===== src/rtl/router_pkg.sv =====
// rtl/router_pkg.sv - shared types and constants for the router packet generator
//
// Purpose: state enum, field widths, header packing and LFSR tap mask shared
//          by router_pkt_gen and router_lfsr8.
// Ports:   none (package).
package router_pkg;

    localparam int ADDR_W = 2;
    localparam int LEN_W  = 6;
    localparam int DATA_W = 8;

    // Feedback taps at bits 7,5,4,3.
    localparam logic [DATA_W-1:0] LFSR_TAPS = 8'hB8;

    typedef enum logic [2:0] {
        PG_IDLE,
        PG_HEADER,
        PG_PAYLOAD,
        PG_PARITY,
        PG_DONE
    } pg_state_t;

    function automatic logic [DATA_W-1:0] pack_header(
        input logic [LEN_W-1:0]  len,
        input logic [ADDR_W-1:0] addr
    );
        return {len, addr};
    endfunction

endpackage


===== src/rtl/router_lfsr8.sv =====
// rtl/router_lfsr8.sv - 8-bit Fibonacci LFSR with load and advance enable
//
// Purpose: payload byte source for the packet generator.
// Ports:   clk, rst     - clock, asynchronous active-high reset
//          i_load       - load i_seed (has priority over i_adv)
//          i_seed       - value to load
//          i_adv        - advance one step
//          o_state      - current LFSR value
//          o_next       - value after one advance (for look-ahead presentation)
module router_lfsr8
    import router_pkg::*;
(
    input  logic              clk,
    input  logic              rst,
    input  logic              i_load,
    input  logic [DATA_W-1:0] i_seed,
    input  logic              i_adv,
    output logic [DATA_W-1:0] o_state,
    output logic [DATA_W-1:0] o_next
);

    logic [DATA_W-1:0] r_state;
    logic              w_fb;

    assign w_fb    = ^(r_state & LFSR_TAPS);
    assign o_next  = {r_state[DATA_W-2:0], w_fb};
    assign o_state = r_state;

    always_ff @(posedge clk or posedge rst) begin
        if (rst) begin
            r_state <= '0;
        end else if (i_load) begin
            r_state <= i_seed;
        end else if (i_adv) begin
            r_state <= o_next;
        end
    end

endmodule


===== src/rtl/router_pkt_gen.sv =====
// rtl/router_pkt_gen.sv - packet source for the 1x3 router input port
//
// Purpose: emits header {len,addr}, len LFSR payload bytes, then an even
//          parity byte (optionally inverted); honours router busy.
// Ports:   clk, rst                     - clock, asynchronous active-high reset
//          start, dest_addr, payload_len,
//          seed, inj_err                - packet request (sampled in IDLE)
//          busy                         - router busy, holds current byte
//          data_out, pkt_valid          - to router data_in / pkt_valid
//          gen_busy, done, pkt_cnt      - status
module router_pkt_gen
    import router_pkg::*;
#(
    parameter int                CNT_W         = 16,
    parameter logic [DATA_W-1:0] LFSR_SEED_DEF = 8'hFF
) (
    input  logic              clk,
    input  logic              rst,
    input  logic              start,
    input  logic [ADDR_W-1:0] dest_addr,
    input  logic [LEN_W-1:0]  payload_len,
    input  logic [DATA_W-1:0] seed,
    input  logic              inj_err,
    input  logic              busy,
    output logic [DATA_W-1:0] data_out,
    output logic              pkt_valid,
    output logic              gen_busy,
    output logic              done,
    output logic [CNT_W-1:0]  pkt_cnt
);

    pg_state_t         r_state, w_state_nxt;
    logic [LEN_W-1:0]  r_len,   w_len_nxt;
    logic [ADDR_W-1:0] r_addr,  w_addr_nxt;
    logic              r_inj,   w_inj_nxt;
    logic [LEN_W:0]    r_cnt,   w_cnt_nxt;   // one extra bit so len=63 cannot wrap
    logic [DATA_W-1:0] r_par,   w_par_nxt;
    logic [DATA_W-1:0] r_data,  w_data_nxt;
    logic              r_valid, w_valid_nxt;
    logic              r_gbusy, w_gbusy_nxt;
    logic              r_done,  w_done_nxt;
    logic [CNT_W-1:0]  r_pcnt,  w_pcnt_nxt;

    logic              w_load, w_adv;
    logic [DATA_W-1:0] w_seed, w_lfsr, w_lfsr_next, w_par_fin;

    // A zero seed would lock the LFSR at zero.
    assign w_seed    = (seed == '0) ? LFSR_SEED_DEF : seed;
    // Accumulator including the byte being consumed this edge.
    assign w_par_fin = r_par ^ r_data;

    router_lfsr8 u_lfsr (
        .clk     (clk),
        .rst     (rst),
        .i_load  (w_load),
        .i_seed  (w_seed),
        .i_adv   (w_adv),
        .o_state (w_lfsr),
        .o_next  (w_lfsr_next)
    );

    always_ff @(posedge clk or posedge rst) begin
        if (rst) begin
            r_state <= PG_IDLE;
            r_len   <= '0;
            r_addr  <= '0;
            r_inj   <= 1'b0;
            r_cnt   <= '0;
            r_par   <= '0;
            r_data  <= '0;
            r_valid <= 1'b0;
            r_gbusy <= 1'b0;
            r_done  <= 1'b0;
            r_pcnt  <= '0;
        end else begin
            r_state <= w_state_nxt;
            r_len   <= w_len_nxt;
            r_addr  <= w_addr_nxt;
            r_inj   <= w_inj_nxt;
            r_cnt   <= w_cnt_nxt;
            r_par   <= w_par_nxt;
            r_data  <= w_data_nxt;
            r_valid <= w_valid_nxt;
            r_gbusy <= w_gbusy_nxt;
            r_done  <= w_done_nxt;
            r_pcnt  <= w_pcnt_nxt;
        end
    end

    always_comb begin
        w_state_nxt = r_state;
        w_len_nxt   = r_len;
        w_addr_nxt  = r_addr;
        w_inj_nxt   = r_inj;
        w_cnt_nxt   = r_cnt;
        w_par_nxt   = r_par;
        w_data_nxt  = r_data;
        w_valid_nxt = r_valid;
        w_gbusy_nxt = r_gbusy;
        w_done_nxt  = r_done;
        w_pcnt_nxt  = r_pcnt;
        w_load      = 1'b0;
        w_adv       = 1'b0;

        case (r_state)
            PG_IDLE: begin
                if (start) begin
                    w_load      = 1'b1;
                    w_len_nxt   = payload_len;
                    w_addr_nxt  = dest_addr;
                    w_inj_nxt   = inj_err;
                    w_cnt_nxt   = '0;
                    w_data_nxt  = pack_header(payload_len, dest_addr);
                    w_par_nxt   = pack_header(payload_len, dest_addr);
                    w_valid_nxt = 1'b1;
                    w_gbusy_nxt = 1'b1;
                    w_state_nxt = PG_HEADER;
                end
            end
            PG_HEADER: begin
                if (!busy) begin
                    if (r_len == '0) begin
                        // No payload: the accumulator already holds the header.
                        w_data_nxt  = r_par ^ {DATA_W{r_inj}};
                        w_valid_nxt = 1'b0;
                        w_state_nxt = PG_PARITY;
                    end else begin
                        w_data_nxt  = w_lfsr;
                        w_cnt_nxt   = 7'd1;
                        w_state_nxt = PG_PAYLOAD;
                    end
                end
            end
            PG_PAYLOAD: begin
                if (!busy) begin
                    w_par_nxt = w_par_fin;
                    if (r_cnt < {1'b0, r_len}) begin
                        w_adv      = 1'b1;
                        w_data_nxt = w_lfsr_next;
                        w_cnt_nxt  = r_cnt + 7'd1;
                    end else begin
                        w_data_nxt  = w_par_fin ^ {DATA_W{r_inj}};
                        w_valid_nxt = 1'b0;
                        w_state_nxt = PG_PARITY;
                    end
                end
            end
            PG_PARITY: begin
                if (!busy) begin
                    w_data_nxt  = '0;
                    w_valid_nxt = 1'b0;
                    w_done_nxt  = 1'b1;
                    w_pcnt_nxt  = r_pcnt + CNT_W'(1);
                    w_state_nxt = PG_DONE;
                end
            end
            PG_DONE: begin
                w_done_nxt  = 1'b0;
                w_gbusy_nxt = 1'b0;
                w_state_nxt = PG_IDLE;
            end
            default: w_state_nxt = PG_IDLE;
        endcase
    end

    assign data_out  = r_data;
    assign pkt_valid = r_valid;
    assign gen_busy  = r_gbusy;
    assign done      = r_done;
    assign pkt_cnt   = r_pcnt;

endmodule


===== config.mk =====
export PLATFORM = sky130hd
export DESIGN_NAME = router_pkt_gen
export DESIGN_NICKNAME = d
export VERILOG_FILES = /design/src/rtl/router_pkg.sv /design/src/rtl/router_lfsr8.sv /design/src/rtl/router_pkt_gen.sv
export SDC_FILE = /design/constraint.sdc
export NUM_CORES = 1
export LEC_CHECK = 0
export CAP_MARGIN = 20
export CORE_MARGIN = 4
export CORE_UTILIZATION = 55
export DETAILED_ROUTE_END_ITERATION = 10
export PLACE_DENSITY = 0.85
export SYNTH_ARGS = -nofsm -noshare
export SYNTH_HDL_FRONTEND = slang
export SYNTH_SLANG_ARGS = --single-unit

===== constraint.sdc =====
create_clock -name clk -period 2.5 [get_ports clk]
set_input_delay 0.5 -clock clk [delete_from_list [all_inputs] [get_ports clk]]
set_output_delay 0.5 -clock clk [all_outputs]
set_load 0.005 [all_outputs]

==> flow_summary.ini <==
[run_status]
run_status = finished, final reports clean

[synthesis]
cells_after_synthesis = 375
yosys.area_share.adder_pct = 2.502
largest_family_of_logic_cells_by_synthesized_area = compound AO/OA/AOI/OAI gates
asyncSetResetFlopFracSynth_pct = 100.0
netlist.top_cell.by_area = sky130_fd_sc_hd__dfrtp_1
synth-edff-count = 0
synth_nets = 403
synth_compound_area_share_pct = 18.94
syn-mean-instance-area_um2 = 9.336
post_synth_and_or_nand_nor_area_fraction_pct = 18.51
dominantRegCellSynth = sky130_fd_sc_hd__dfrtp_1
netlist_area_mm2 = 0.003501
synthDistinctLibCells = 47
yosys.area_share.xor_xnor_pct = 8.506
synthTopCellsByArea = sky130_fd_sc_hd__dfrtp_1, sky130_fd_sc_hd__xor2_1, sky130_fd_sc_hd__nand3_1
post_synthesis_mux_area_share_pct = 3.538
yosys_warnings = 0
synth_seq_area_share_pct = 42.89
synth-seq-cells = 60
synthDominantCellAreaShare_pct = 42.89

[timing]
hold_violations = 0
fin_tns_setup_ns = 0
timing.hold.ws_ns = 0.4903
timing.final.crit_share_pct = 94.26
worst_clock_skew_ns = 0.006387
layout_min_cycle_time_ns = 2.356
worst_margin_slew_ns = 0.7053
max_freq_ghz = 0.4244
timing.max_slew.rel_slack_pct = 52.85
rsz0062_at_grt = false
setup_viol_count_final = 0
report.final.slew_viol_count = 0

[setup_path]
required_ns = 2.70
reg2reg_to = u_lfsr.o_state[2]
crit_path_max_incr_delay_ns = 0.57
critical_path.top_delay_family = compound AO/OA/AOI/OAI gates
timing.critical_path.from_type = register
critical_path.cell_chain = ha_1 -> a21o_1 -> a211o_1 -> a2111o_1 -> nor3_1 -> a211oi_2
timing.reg2reg.setup_slack_ns = 0.14
origin_of_the_worst_setup_path = r_cnt[4]
timing.critical_path.fanout_max = 16
r2r.worst_path.cells = 6
rr_startpoint = r_cnt[4]
critPathArrivalTime_ns = 2.55
critical_path_depth = 6
cpMaxStageDelayCell = sky130_fd_sc_hd__a2111o_1
critical_path_buffers_and_inverters = 0
worstSetupEndpointType = register
timing_worst_setup_path_type = reg -> reg
endpoint = u_lfsr.o_state[2]

[global_routing]
via_count_of_the_first_global_routing_pass = 3044
wire_length_of_the_first_global_routing_pass_um = 14480
grt_max_degree = 43
globalRouteTotalUtil_pct = 24.33
global_route.overflow_total = 0
antenna_found_initial = 0

[clock_tree]
tritoncts = built
cts_resized = 0
ctsRootBufferMaster = sky130_fd_sc_hd__clkbuf_8
tritoncts.num_buffers = 9
worst_skew_pair.late_latency_ns = 0.35
clk_path_buf_depth = 2
clock_tree.htree_level_count = 3
ctsHoldBuffers = 0
postCtsSetupRepairBufs = 0
cts.sinks = 60
path_clk_slew_ns = 0.07

[finish]
commonest_non_fill_non_tap_cell_in_the_layout = sky130_fd_sc_hd__dfrtp_1
synthToLayoutAreaGrowth_pct = 21.98
stdcell_count = 505
layout_common_cells = sky130_fd_sc_hd__dfrtp_1, sky130_fd_sc_hd__clkdlybuf4s50_1, sky130_fd_sc_hd__nor2_1
insertedDiodeCount = 0
layout.nets = 453
final_layout_size_suffix_gt1_share_pct = 11.63

[place]
dp.cells = 489
dp.final_hpwl_um = 5998
gp_routability_congestion = 0.9195
input_output_buffers = 47

[route]
routed-via-count = 3056
post_route_ant_nets = 0
viasPerCell = 6.051
drc_errors = 0
wire_per_inst_um = 17.32
wirelength_um = 8745
drt_pass1_iterations = 6
detailedRoute.firstIterationViolations = 231

[power]
vdd.ir_drop.worst_mv = 0.6215
sw_share_pct = 42.16
cellInternalPower_w = 0.003083
power.leakage_nw = 1.841
pwr-share-seq_pct = 33.6
power_frac_comb_pct = 48.0
p_switching_w = 0.002247
power.clock.fraction_pct = 18.4
pwr_density_cell_mw_per_mm2 = 1248

[worst_hold_path]
hold_class = reg -> reg
hold_path_depth = 1

[floorplanning]
die_y_um = 87.78
row_count = 28
die_w_um = 87.78
pin_count = 48
fp.dieArea_mm2 = 0.007705
initial_cell_density_of_the_core_pct = 57.76
core-area_mm2 = 0.006061

[flow_run]
max_cap_viol_count = 0
-- kinds of logic after synthesis --
| logic type | Yosys count |
|---|---|
| and+or+nand+nor | 131 |
| AOI/OAI and AO/OA | 97 |
| DFF | 60 |
| xor gates and xnor gates | 34 |
| buffers and inverters | 34 |
| muxes | 12 |
| adders and majority gates | 7 |
-- worst register-to-register path, delay by kind of cell, from the launching register on --
family | cells | cell delay, ns
adder cells (fa/ha/maj) | 1 | 0.31
flip-flops | 1 | 0.42
AO/OA/AOI/OAI | 4 | 1.16
AND/OR/NAND/NOR | 1 | 0.32
-- cells in the mapped netlist, types with 3 or more instances --
cell type,number
sky130_fd_sc_hd__a211oi_2,8
sky130_fd_sc_hd__a21o_1,5
sky130_fd_sc_hd__a21oi_1,22
sky130_fd_sc_hd__a31oi_1,13
sky130_fd_sc_hd__and3_1,7
sky130_fd_sc_hd__buf_2,11
sky130_fd_sc_hd__buf_4,4
sky130_fd_sc_hd__buf_6,3
sky130_fd_sc_hd__clkbuf_1,4
sky130_fd_sc_hd__dfrtp_1,60
sky130_fd_sc_hd__ha_1,7
sky130_fd_sc_hd__inv_1,12
sky130_fd_sc_hd__mux2_2,3
sky130_fd_sc_hd__mux2i_1,9
sky130_fd_sc_hd__nand2_1,22
sky130_fd_sc_hd__nand2b_1,9
sky130_fd_sc_hd__nand3_1,31
sky130_fd_sc_hd__nand4_1,5
sky130_fd_sc_hd__nor2_1,40
sky130_fd_sc_hd__nor3_1,3
sky130_fd_sc_hd__o211ai_1,3
sky130_fd_sc_hd__o21a_1,7
sky130_fd_sc_hd__o21ai_0,25
sky130_fd_sc_hd__xnor2_1,14
sky130_fd_sc_hd__xor2_1,20
-- through the flow --
| stage | setup slack [ns] | utilization (%) | total power, W | cell area, um^2 |
|---|---|---|---|---|
| 2_1_floorplan | 0.5112 | - | 0.003531 | 3501 |
| 3_3_place_gp | 0.2359 | 66.89 | 0.004169 | 4054 |
| 3_5_place_dp | 0.1503 | 66.89 | 0.004285 | 4054 |
| 4_1_cts | 0.1494 | 70.46 | 0.005304 | 4270 |
| 5_1_grt | 0.03525 | 70.46 | 0.005708 | 4270 |
| 6_report | 0.1436 | 70.46 | 0.005330 | 4270 |
-- sequential cells by signal, indices dropped and copies added (netlist names) --
name            flops
pkt_cnt            16
data_out            8
r_par               8
u_lfsr.o_state      8
r_cnt               7
r_len               6
r_state             3
done                1
gen_busy            1
pkt_valid           1
r_inj               1
-- per-layer routing --
layer | track usage, % | wire length, um
met3 | 6.585 | 608
met1 | 32.27 | 3813
met5 | 0 | 0
met4 | 8.229 | 136
met2 | 38.70 | 4187
-- how the worst min path moves through the flow --
stage,from,endpoint,slack (ns)
2_1_floorplan,pkt_cnt[15],pkt_cnt[15],0.47
3_3_place_gp,pkt_cnt[15],pkt_cnt[15],0.47
3_5_place_dp,done,done,0.48
4_1_cts,done,done,0.49
5_1_grt,pkt_cnt[7],pkt_cnt[7],0.52
6_report,done,done,0.49
-- power groups by stage --
stage | registers [W] | clock network (W) | logic, W
finish | 0.00179 | 0.000980 | 0.00256
global route | 0.00186 | 0.00104 | 0.00282
CTS | 0.00178 | 0.000994 | 0.00253
detailed placement | 0.00179 | 0 | 0.00250
global placement | 0.00177 | 0 | 0.00240
floorplan | 0.00164 | 0 | 0.00189
-- cell type report --
cell class	count	area [um^2]
multi-input combinational	281	1826
fill	464	1790
sequential	60	1501
timing repair buffer	61	588.1
clock buffer	11	141.4
tap	75	93.84
clock inverter	5	75.07
inverter	12	45.04
Note: power is estimated with default switching activity, not from simulation.
